**config.mk**
```make
export PLATFORM = sky130hd
export DESIGN_NAME = edge_event_capture
export DESIGN_NICKNAME = d
export VERILOG_FILES = /design/src/rtl/alu_dbg_pkg.sv /design/src/rtl/sync_fifo.sv /design/src/rtl/edge_event_capture.sv
export SDC_FILE = /design/constraint.sdc
export NUM_CORES = 1
export LEC_CHECK = 0
export ABC_AREA = 1
export CAP_MARGIN = 25
export CORE_MARGIN = 5
export CORE_UTILIZATION = 36
export CTS_BUF_LIST = sky130_fd_sc_hd__clkbuf_4
export DETAILED_ROUTE_END_ITERATION = 6
export SYNTH_ARGS = -nofsm -noshare
export SYNTH_HDL_FRONTEND = slang
export SYNTH_SLANG_ARGS = --single-unit
```
**constraint.sdc**
```tcl
create_clock -name Clk -period 2.8 [get_ports Clk]
set_clock_uncertainty 0.1 [all_clocks]
set_input_delay 0.42 -clock Clk [delete_from_list [all_inputs] [get_ports Clk]]
set_output_delay 0.42 -clock Clk [all_outputs]
set_load 0.02 [all_outputs]
```
**src/rtl/alu_dbg_pkg.sv**
```systemverilog
// Shared definitions for the ALU debug/observation blocks.
//   TS_W_DEF  : default timestamp width
//   DEPTH_DEF : default event FIFO depth
//   event_t   : one captured level change, level in the MSB above its timestamp
package alu_dbg_pkg;

    localparam int TS_W_DEF  = 16;
    localparam int DEPTH_DEF = 8;

    // "time" is a reserved word, hence time_tag.
    typedef struct packed {
        logic                level;
        logic [TS_W_DEF-1:0] time_tag;
    } event_t;

endpackage

```
**src/rtl/sync_fifo.sv**
```systemverilog
// Parameterized show-ahead synchronous FIFO.
//   clk    : rising-edge clock
//   rst_b  : synchronous reset, active-low; empties the FIFO
//   push   : write wdata (accepted when not full, or when full with a pop)
//   wdata  : write data
//   pop    : remove head entry (ignored when empty)
//   rdata  : head entry, valid while empty==0
//   full   : count==DEPTH
//   empty  : count==0
//   count  : entries held, 0..DEPTH
// DEPTH must be a power of 2 (pointers wrap by natural overflow) and >= 2.
module sync_fifo #(
    parameter int  WIDTH  = 17,
    parameter int  DEPTH  = 8,
    localparam int ADDR_W = $clog2(DEPTH)
) (
    input  logic              clk,
    input  logic              rst_b,
    input  logic              push,
    input  logic [WIDTH-1:0]  wdata,
    input  logic              pop,
    output logic [WIDTH-1:0]  rdata,
    output logic              full,
    output logic              empty,
    output logic [ADDR_W:0]   count
);

    logic [WIDTH-1:0]  mem [DEPTH];
    logic [ADDR_W-1:0] wr_ptr;
    logic [ADDR_W-1:0] rd_ptr;
    logic              do_push;
    logic              do_pop;

    assign empty   = (count == '0);
    assign full    = (count == (ADDR_W+1)'(DEPTH));
    assign do_pop  = pop && !empty;
    // A push into a full FIFO is accepted only when a pop frees the slot
    // in the same cycle; the write lands on the slot being vacated.
    assign do_push = push && (!full || do_pop);
    assign rdata   = mem[rd_ptr];

    always_ff @(posedge clk) begin
        if (!rst_b) begin
            wr_ptr <= '0;
            rd_ptr <= '0;
            count  <= '0;
        end else begin
            if (do_push) wr_ptr <= wr_ptr + 1'b1;
            if (do_pop)  rd_ptr <= rd_ptr + 1'b1;
            case ({do_push, do_pop})
                2'b10:   count <= count + 1'b1;
                2'b01:   count <= count - 1'b1;
                default: count <= count;
            endcase
        end
    end

    // Storage needs no reset: contents are only visible through rd_ptr
    // while the FIFO is non-empty.
    always_ff @(posedge clk) begin
        if (do_push) mem[wr_ptr] <= wdata;
    end

endmodule

```
**src/rtl/edge_event_capture.sv**
```systemverilog
// Observer for a single-bit synchronous signal. Every level change of D_in
// (while enabled) is tagged with a free-running timestamp and queued in a
// show-ahead FIFO that a consumer drains via Rd_valid/Rd_ready.
//   Clk      : rising-edge clock
//   Reset    : synchronous reset, active-low
//   En       : capture enable; timestamp advances and edges are recorded only when 1
//   D_in     : observed signal, synchronous to Clk
//   Clr_ovf  : pulse clearing Overflow (a same-cycle drop wins)
//   Rd_ready : consumer accepts head entry
//   Rd_valid : FIFO not empty
//   Rd_level : level of D_in after the head edge (0 when empty)
//   Rd_time  : timestamp of the head edge (0 when empty)
//   Count    : entries held, 0..DEPTH
//   Overflow : sticky, an edge was dropped because the FIFO was full
module edge_event_capture
    import alu_dbg_pkg::*;
#(
    parameter int  TS_W   = TS_W_DEF,
    parameter int  DEPTH  = DEPTH_DEF,
    localparam int ADDR_W = $clog2(DEPTH)
) (
    input  logic              Clk,
    input  logic              Reset,
    input  logic              En,
    input  logic              D_in,
    input  logic              Clr_ovf,
    input  logic              Rd_ready,
    output logic              Rd_valid,
    output logic              Rd_level,
    output logic [TS_W-1:0]   Rd_time,
    output logic [ADDR_W:0]   Count,
    output logic              Overflow
);

    logic [TS_W-1:0] ts_q;
    logic            d_prev;
    logic            ovf_q;
    logic            edge_det;
    logic            fifo_pop;
    logic            fifo_full;
    logic            fifo_empty;
    logic            drop;
    logic [TS_W:0]   fifo_rdata;

    assign edge_det = En && (D_in != d_prev);
    assign fifo_pop = !fifo_empty && Rd_ready;
    // Full with a simultaneous pop still accepts the new entry.
    assign drop     = edge_det && fifo_full && !fifo_pop;

    // d_prev tracks D_in even while disabled so that enabling never sees a
    // stale level and reports a spurious edge.
    always_ff @(posedge Clk) begin
        if (!Reset) begin
            ts_q   <= '0;
            d_prev <= 1'b0;
            ovf_q  <= 1'b0;
        end else begin
            d_prev <= D_in;
            if (En) ts_q <= ts_q + 1'b1;
            if (drop)         ovf_q <= 1'b1;
            else if (Clr_ovf) ovf_q <= 1'b0;
        end
    end

    sync_fifo #(
        .WIDTH (TS_W + 1),
        .DEPTH (DEPTH)
    ) u_fifo (
        .clk   (Clk),
        .rst_b (Reset),
        .push  (edge_det),
        .wdata ({D_in, ts_q}),
        .pop   (fifo_pop),
        .rdata (fifo_rdata),
        .full  (fifo_full),
        .empty (fifo_empty),
        .count (Count)
    );

    assign Rd_valid = !fifo_empty;
    assign Rd_level = Rd_valid ? fifo_rdata[TS_W]     : 1'b0;
    assign Rd_time  = Rd_valid ? fifo_rdata[TS_W-1:0] : '0;
    assign Overflow = ovf_q;

endmodule

```
# Word level (Yosys, flattened, before mapping)
# Memory sizes are Yosys's and may differ from the RTL's. A register that Yosys moved wholly into a read port is not among the register bits.
# Cells that the tools add are included.
# word_totals
register_bits	28
ramBits	136
in_bits	6
output_inout_bits	23
memories	1
# op_classes
addsub	5
eq_ne	4
n_mux	9
reduce_logical	13
# memory_table
memory	depth	word_bits	rd	rd_clocked_by_memory_dff	wr	line	rtl
u_fifo.mem	8	17	1	1	1	sync_fifo.sv:28	logic [WIDTH-1:0] mem [DEPTH];
# ops
operator	count
16-bit by 1-bit adder with 16-bit output (second input constant)	1
16-bit 2-to-1 mux	1
4-bit one-hot mux with 2 select lines	1
3-bit by 1-bit adder with 3-bit output (second input constant)	2
1-bit logical AND	6
3-bit 2-to-1 mux	2
1-bit 2-to-1 mux	5
4-bit by 1-bit adder with 4-bit output (second input constant)	1
4-bit equality test (second input constant)	1
4-bit zero test	1
2-bit nonzero test	2
4-bit by 1-bit subtractor with 4-bit output (second input constant)	1
1-bit zero test	3
2-bit by 1-bit equality test with 1-bit output (second input constant)	1
2-bit equality test (second input constant)	1
1-bit logical OR	1
1-bit inequality test	1

# Logic depth before layout (Yosys ltp)
# logic_depth
ltp_word	8
depth_mapped	13
ltp_nobuf	13

# By module
# From an unflattened synthesis, not the netlist that was laid out.
# hier_totals
hier_cells	608
area_unflattened_um2	7025.5
# modules_own_cells
mod	instances	cells_per_inst	area_each_um2	seq_area_each_um2
sync_fifo	1	442	5965.7	4344.2
edge_event_capture	1	166	1059.8	360.3

# Worst setup path after synthesis
# No wires, ideal clock.
# synth_path
kind	register -> register
start	register u_fifo.count[0]
end	memory u_fifo.mem[0][0] (enable)
setup_time_ns	0.390
t_arrival_ns	1.759
path_slack_ns	0.551
stages_incl_launch_ff	7
period_less_slack_ns	2.249
cell_sequence	dfxtp_1 -> nor2_4 -> nand3_1 -> nand2_2 -> inv_2 -> nand2_1 -> nor2_1
# synth_between
elab_chain_cells	8
word_cells_on_any_way	10
# synth_rtl
item	line	rtl
start: declaration	sync_fifo.sv:25	output logic [ADDR_W:0] count
start signal: assignment	sync_fifo.sv:51	2'b10: count <= count + 1'b1;
start signal: assignment	sync_fifo.sv:52	2'b01: count <= count - 1'b1;
start signal: assignment	sync_fifo.sv:53	default: count <= count;
4-bit zero test	sync_fifo.sv:34	assign empty = (count == '0);
1-bit zero test	sync_fifo.sv:36, edge_event_capture.sv:46	
1-bit logical AND	edge_event_capture.sv:46	assign fifo_pop = !fifo_empty && Rd_ready;
1-bit logical AND	sync_fifo.sv:36	assign do_pop = pop && !empty;
1-bit logical OR (*)	sync_fifo.sv:39	assign do_push = push && (!full || do_pop);
1-bit logical AND (*)	sync_fifo.sv:39	
1-bit 2-to-1 mux (*)	sync_fifo.sv:61	if (do_push) mem[wr_ptr] <= wdata;
1-bit 2-to-1 mux (implied by the code) (*)	sync_fifo.sv:61	
end: declaration	sync_fifo.sv:28	
# Every way passes the cells marked *; elsewhere a longest branch is shown, timed or not.

==> reports/qor.yml <==
place:
  placement.io_buffers: 28
  place_congestion: 0.7596
  detailedPlacementHpwl_um: 9385
cts:
  clk-insertion-delay-late_ns: 0.53
  tritoncts: "built"
  worst_setup_hold_path_clk_slew_ns: 0.12
  holdBufCountCts: 0
  number_of_buffers_on_the_longest_clock_path: 2
  cts_root_buffer: "sky130_fd_sc_hd__clkbuf_4"
  clock_sinks: 167
  h-tree-depth: 4
  tritoncts.num_buffers: 17
worst_setup_path:
  series_of_cell_instances_along_the_critical_path: "bufbuf_16 > nor2_1 > o22ai_1 > o21ai_1 > a31oi_1 > dlygate4sd2_1"
  critical-path-max-stage-delay_ns: 0.43
  path_buf_inv: 2
  crit_fanout: 34
  type_of_element_launching_the_critical_path: "register"
  timing.setup.critical_path_class: "reg -> out"
  worst_r2r_startpoint: "u_fifo.count[0]"
  cp_top_family: "buffers and inverters"
  cp_data_arrival_time_ns: 2.11
  worstPathRequired_ns: 2.28
  crit_slowest_cell: "sky130_fd_sc_hd__dfxtp_4"
  crit_path_end_kind: "output pin"
routing:
  drt_drc_violations_left: 0
  finalWirelength_um: 15410
  dr_total_vias: 4604
  ant_nets: 0
  avgViaCountPerCell: 4.977
  first_iter_violations: 362
  drt-wirelength-per-cell_um: 16.65
  detail_route.first_pass.iterations: 5
grt:
  grt_overflow_total: 0
  first_global_vias: 4580
  antenna_violations_before_repair: 0
  grt_pass1_wl_um: 24770
  grt_max_degree: 41
  grt_util_all_layers_pct: 14.54
sta:
  fmaxAchievable_mhz: 379.9
  final_min_period_over_clock_period_pct: 94.00
  worst_slew_pin_slew_ns: 0.5754
  rsz_0062_raised_after_global_routing: "no"
  period_needed_ns: 2.632
  timing_hold_violations_final: 0
  setup-violations-final: 0
  timing.setup.tns_ns: 0
  worst_slew_margin_rel_pct: 61.59
  hold_ws_ns: 0.3997
  report.final.slew_viol_count: 0
status:
  outcome: "finished, final reports clean"
floorplanning:
  floorplan.io_pins: 29
  coreArea_mm2: 0.01883
  initial_core_utilization_pct: 36.71
  die_h_um: 148.6
  die_width_um: 148.6
  placementRows: 50
  design.die.area_mm2: 0.02207
worst_hold_path:
  timing.hold.worst.class: "reg -> reg"
  holdCritStartpoint: "u_fifo.rd_ptr[2]"
yosys:
  synth.net_count: 625
  syn_area_mm2: 0.006913
  synth_area_per_cell_um2: 11.24
  yosys_warnings: 0
  postSynthCellCount: 615
  synth-seq-cells: 167
  synth.yosys.seq_area_share_pct: 68.05
  ys_types: 35
job:
  max_cap_violations: 0
layout:
  final_stage_net_count: 663
  area_added_between_synthesis_and_finish_pct: 13.79
  ratio_of_cells_with_drive_above_1_in_the_final_layout_pct: 13.23
  antenna-diode-count: 0
pwr:
  max-vdd-ir-drop_mv: 0.2801
  static-leakage-power_nw: 2.776
  power-per-cell-area_mw_per_mm2: 717.7
synth_stat cells, drive strengths merged:
cell,n,area share [%]
nor2,147,8.5
edfxtp,136,59
o21ai,97,7.0
nand2,55,3.5
dfxtp,31,9.0
inv,28,1.5
a21oi,21,1.5
buf,19,2.1
o22ai,18,1.6
a31oi,17,1.5
nand3,15,1.4
clkbuf,12,0.69
ha,4,0.72
xnor2,4,0.51
nand4,2,0.18
nor3,2,0.38
xor2,2,0.25
and2,1,0.091
clkinv,1,0.072
nand3b,1,0.16
nor3b,1,0.11
o21a,1,0.11
per-stage QoR:
step | cells | instance area, um2 | setup WS [ns] | util [%] | power [mW]
2_1_floorplan | 615 | 6913 | 0.5509 | - | 3.845
3_3_place_gp | 893 | 7599 | 0.2567 | 40.35 | 4.373
3_5_place_dp | 893 | 7599 | 0.2467 | 40.35 | 4.399
4_1_cts | 925 | 7899 | -0.02155 | 41.95 | 5.710
5_1_grt | 925 | 7866 | 0.01043 | 41.77 | 5.971
6_report | 925 | 7866 | 0.1680 | 41.77 | 5.646
timing repair:
| action | CTS | global route |
|---|---|---|
| pin swaps | 0 | 0 |
| gates cloned | 1 | 0 |
| gates resized for setup | 24 | 36 |
| setup endpoints to repair | 17 | 17 |
| buffers inserted | 0 | 0 |
final cells by class:
cell class	instances	area [um2]
inverter	29	117.6
tap	260	325.3
fill	1746	10960
clock buffer	17	127.6
sequential	167	4710
timing repair buffer	50	524.3
multi-input combinational	388	1913
clock inverter	14	148.9
worst paths after layout:
kind / end / slack, ns / cells after the start
setup / recovery: Rd_time[12] / 0.17 / 6
setup reg to reg: u_fifo.count[2] / 0.78 / 13
hold reg to reg: u_fifo.rd_ptr[2] / 0.40 / 2
hold / removal: u_fifo.rd_ptr[2] / 0.40 / 2
cell usage in the layout (no fill, tap or decap), types with 2 or more instances in the layout:
cell type	Yosys	routed
sky130_fd_sc_hd__dlygate4sd2_1	0	4
sky130_fd_sc_hd__edfxtp_1	136	136
sky130_fd_sc_hd__o21ai_0	79	78
sky130_fd_sc_hd__nand3_1	12	12
sky130_fd_sc_hd__nand2_2	2	2
sky130_fd_sc_hd__clkbuf_4	0	17
sky130_fd_sc_hd__buf_12	0	9
sky130_fd_sc_hd__inv_1	25	24
sky130_fd_sc_hd__nor2_1	142	142
sky130_fd_sc_hd__a31oi_1	17	16
sky130_fd_sc_hd__xor2_1	2	2
sky130_fd_sc_hd__a21oi_1	21	21
sky130_fd_sc_hd__clkinv_4	0	4
sky130_fd_sc_hd__inv_2	3	3
sky130_fd_sc_hd__o22ai_1	18	18
sky130_fd_sc_hd__ha_1	4	4
sky130_fd_sc_hd__nand2_1	49	49
sky130_fd_sc_hd__inv_6	0	3
sky130_fd_sc_hd__dfxtp_1	31	29
sky130_fd_sc_hd__nor2_4	4	4
sky130_fd_sc_hd__clkinvlp_4	0	2
sky130_fd_sc_hd__o21ai_1	18	19
sky130_fd_sc_hd__nand3_2	2	2
sky130_fd_sc_hd__nand2_4	4	4
sky130_fd_sc_hd__clkdlybuf4s50_1	0	11
sky130_fd_sc_hd__bufinv_16	0	2
sky130_fd_sc_hd__buf_4	5	12
sky130_fd_sc_hd__nand4_1	2	2
sky130_fd_sc_hd__clkbuf_2	2	11
sky130_fd_sc_hd__clkinv_1	0	2
sky130_fd_sc_hd__xnor2_1	4	4
sky130_fd_sc_hd__clkinv_2	1	2
power by group:
part / internal [mW] / total, mW / switching, mW
sequential: 2.72 / 2.79 / 0.0690
combinational: 0.537 / 1.49 / 0.954
clock: 0.535 / 1.36 / 0.828
tightest hold or removal path, delay by kind of cell (launching register included):
kind / cells / cell delay [ns]
compound gates: 1 / 0.06
flops: 1 / 0.33
buf+inv: 1 / 0.08
cell families after synthesis:
group           count (synthesis)  share of synthesized area (%)
flops                         167                          68.05
buf+inv                        60                          4.362
simple gates                  224                          14.28
xor+xnor                        6                         0.7602
compound gates                154                          11.82
fa+ha+maj                       4                         0.7240
flip-flops by register name, indices dropped and copies added (netlist names), named ones only:
signal and cells:
u_fifo.mem 136, u_fifo.wr_ptr 3, ts_q 16, u_fifo.count 4
d_prev 1, Overflow 1, u_fifo.rd_ptr 3
per-layer routing:
| layer | global-route usage [%] | vias to the layer above | wire, um | part of all wire [%] |
|---|---|---|---|---|
| met5 | 0 | - | 0 | 0 |
| met4 | 3.972 | 0 | 89 | 0.58 |
| met3 | 3.473 | 7 | 616 | 4.0 |
| met2 | 23.62 | 97 | 7512 | 49 |
| met1 | 19.59 | 2249 | 7186 | 47 |
| li1 | - | 2251 | - | - |
No activity file was read; power rests on OpenSTA's default activity.
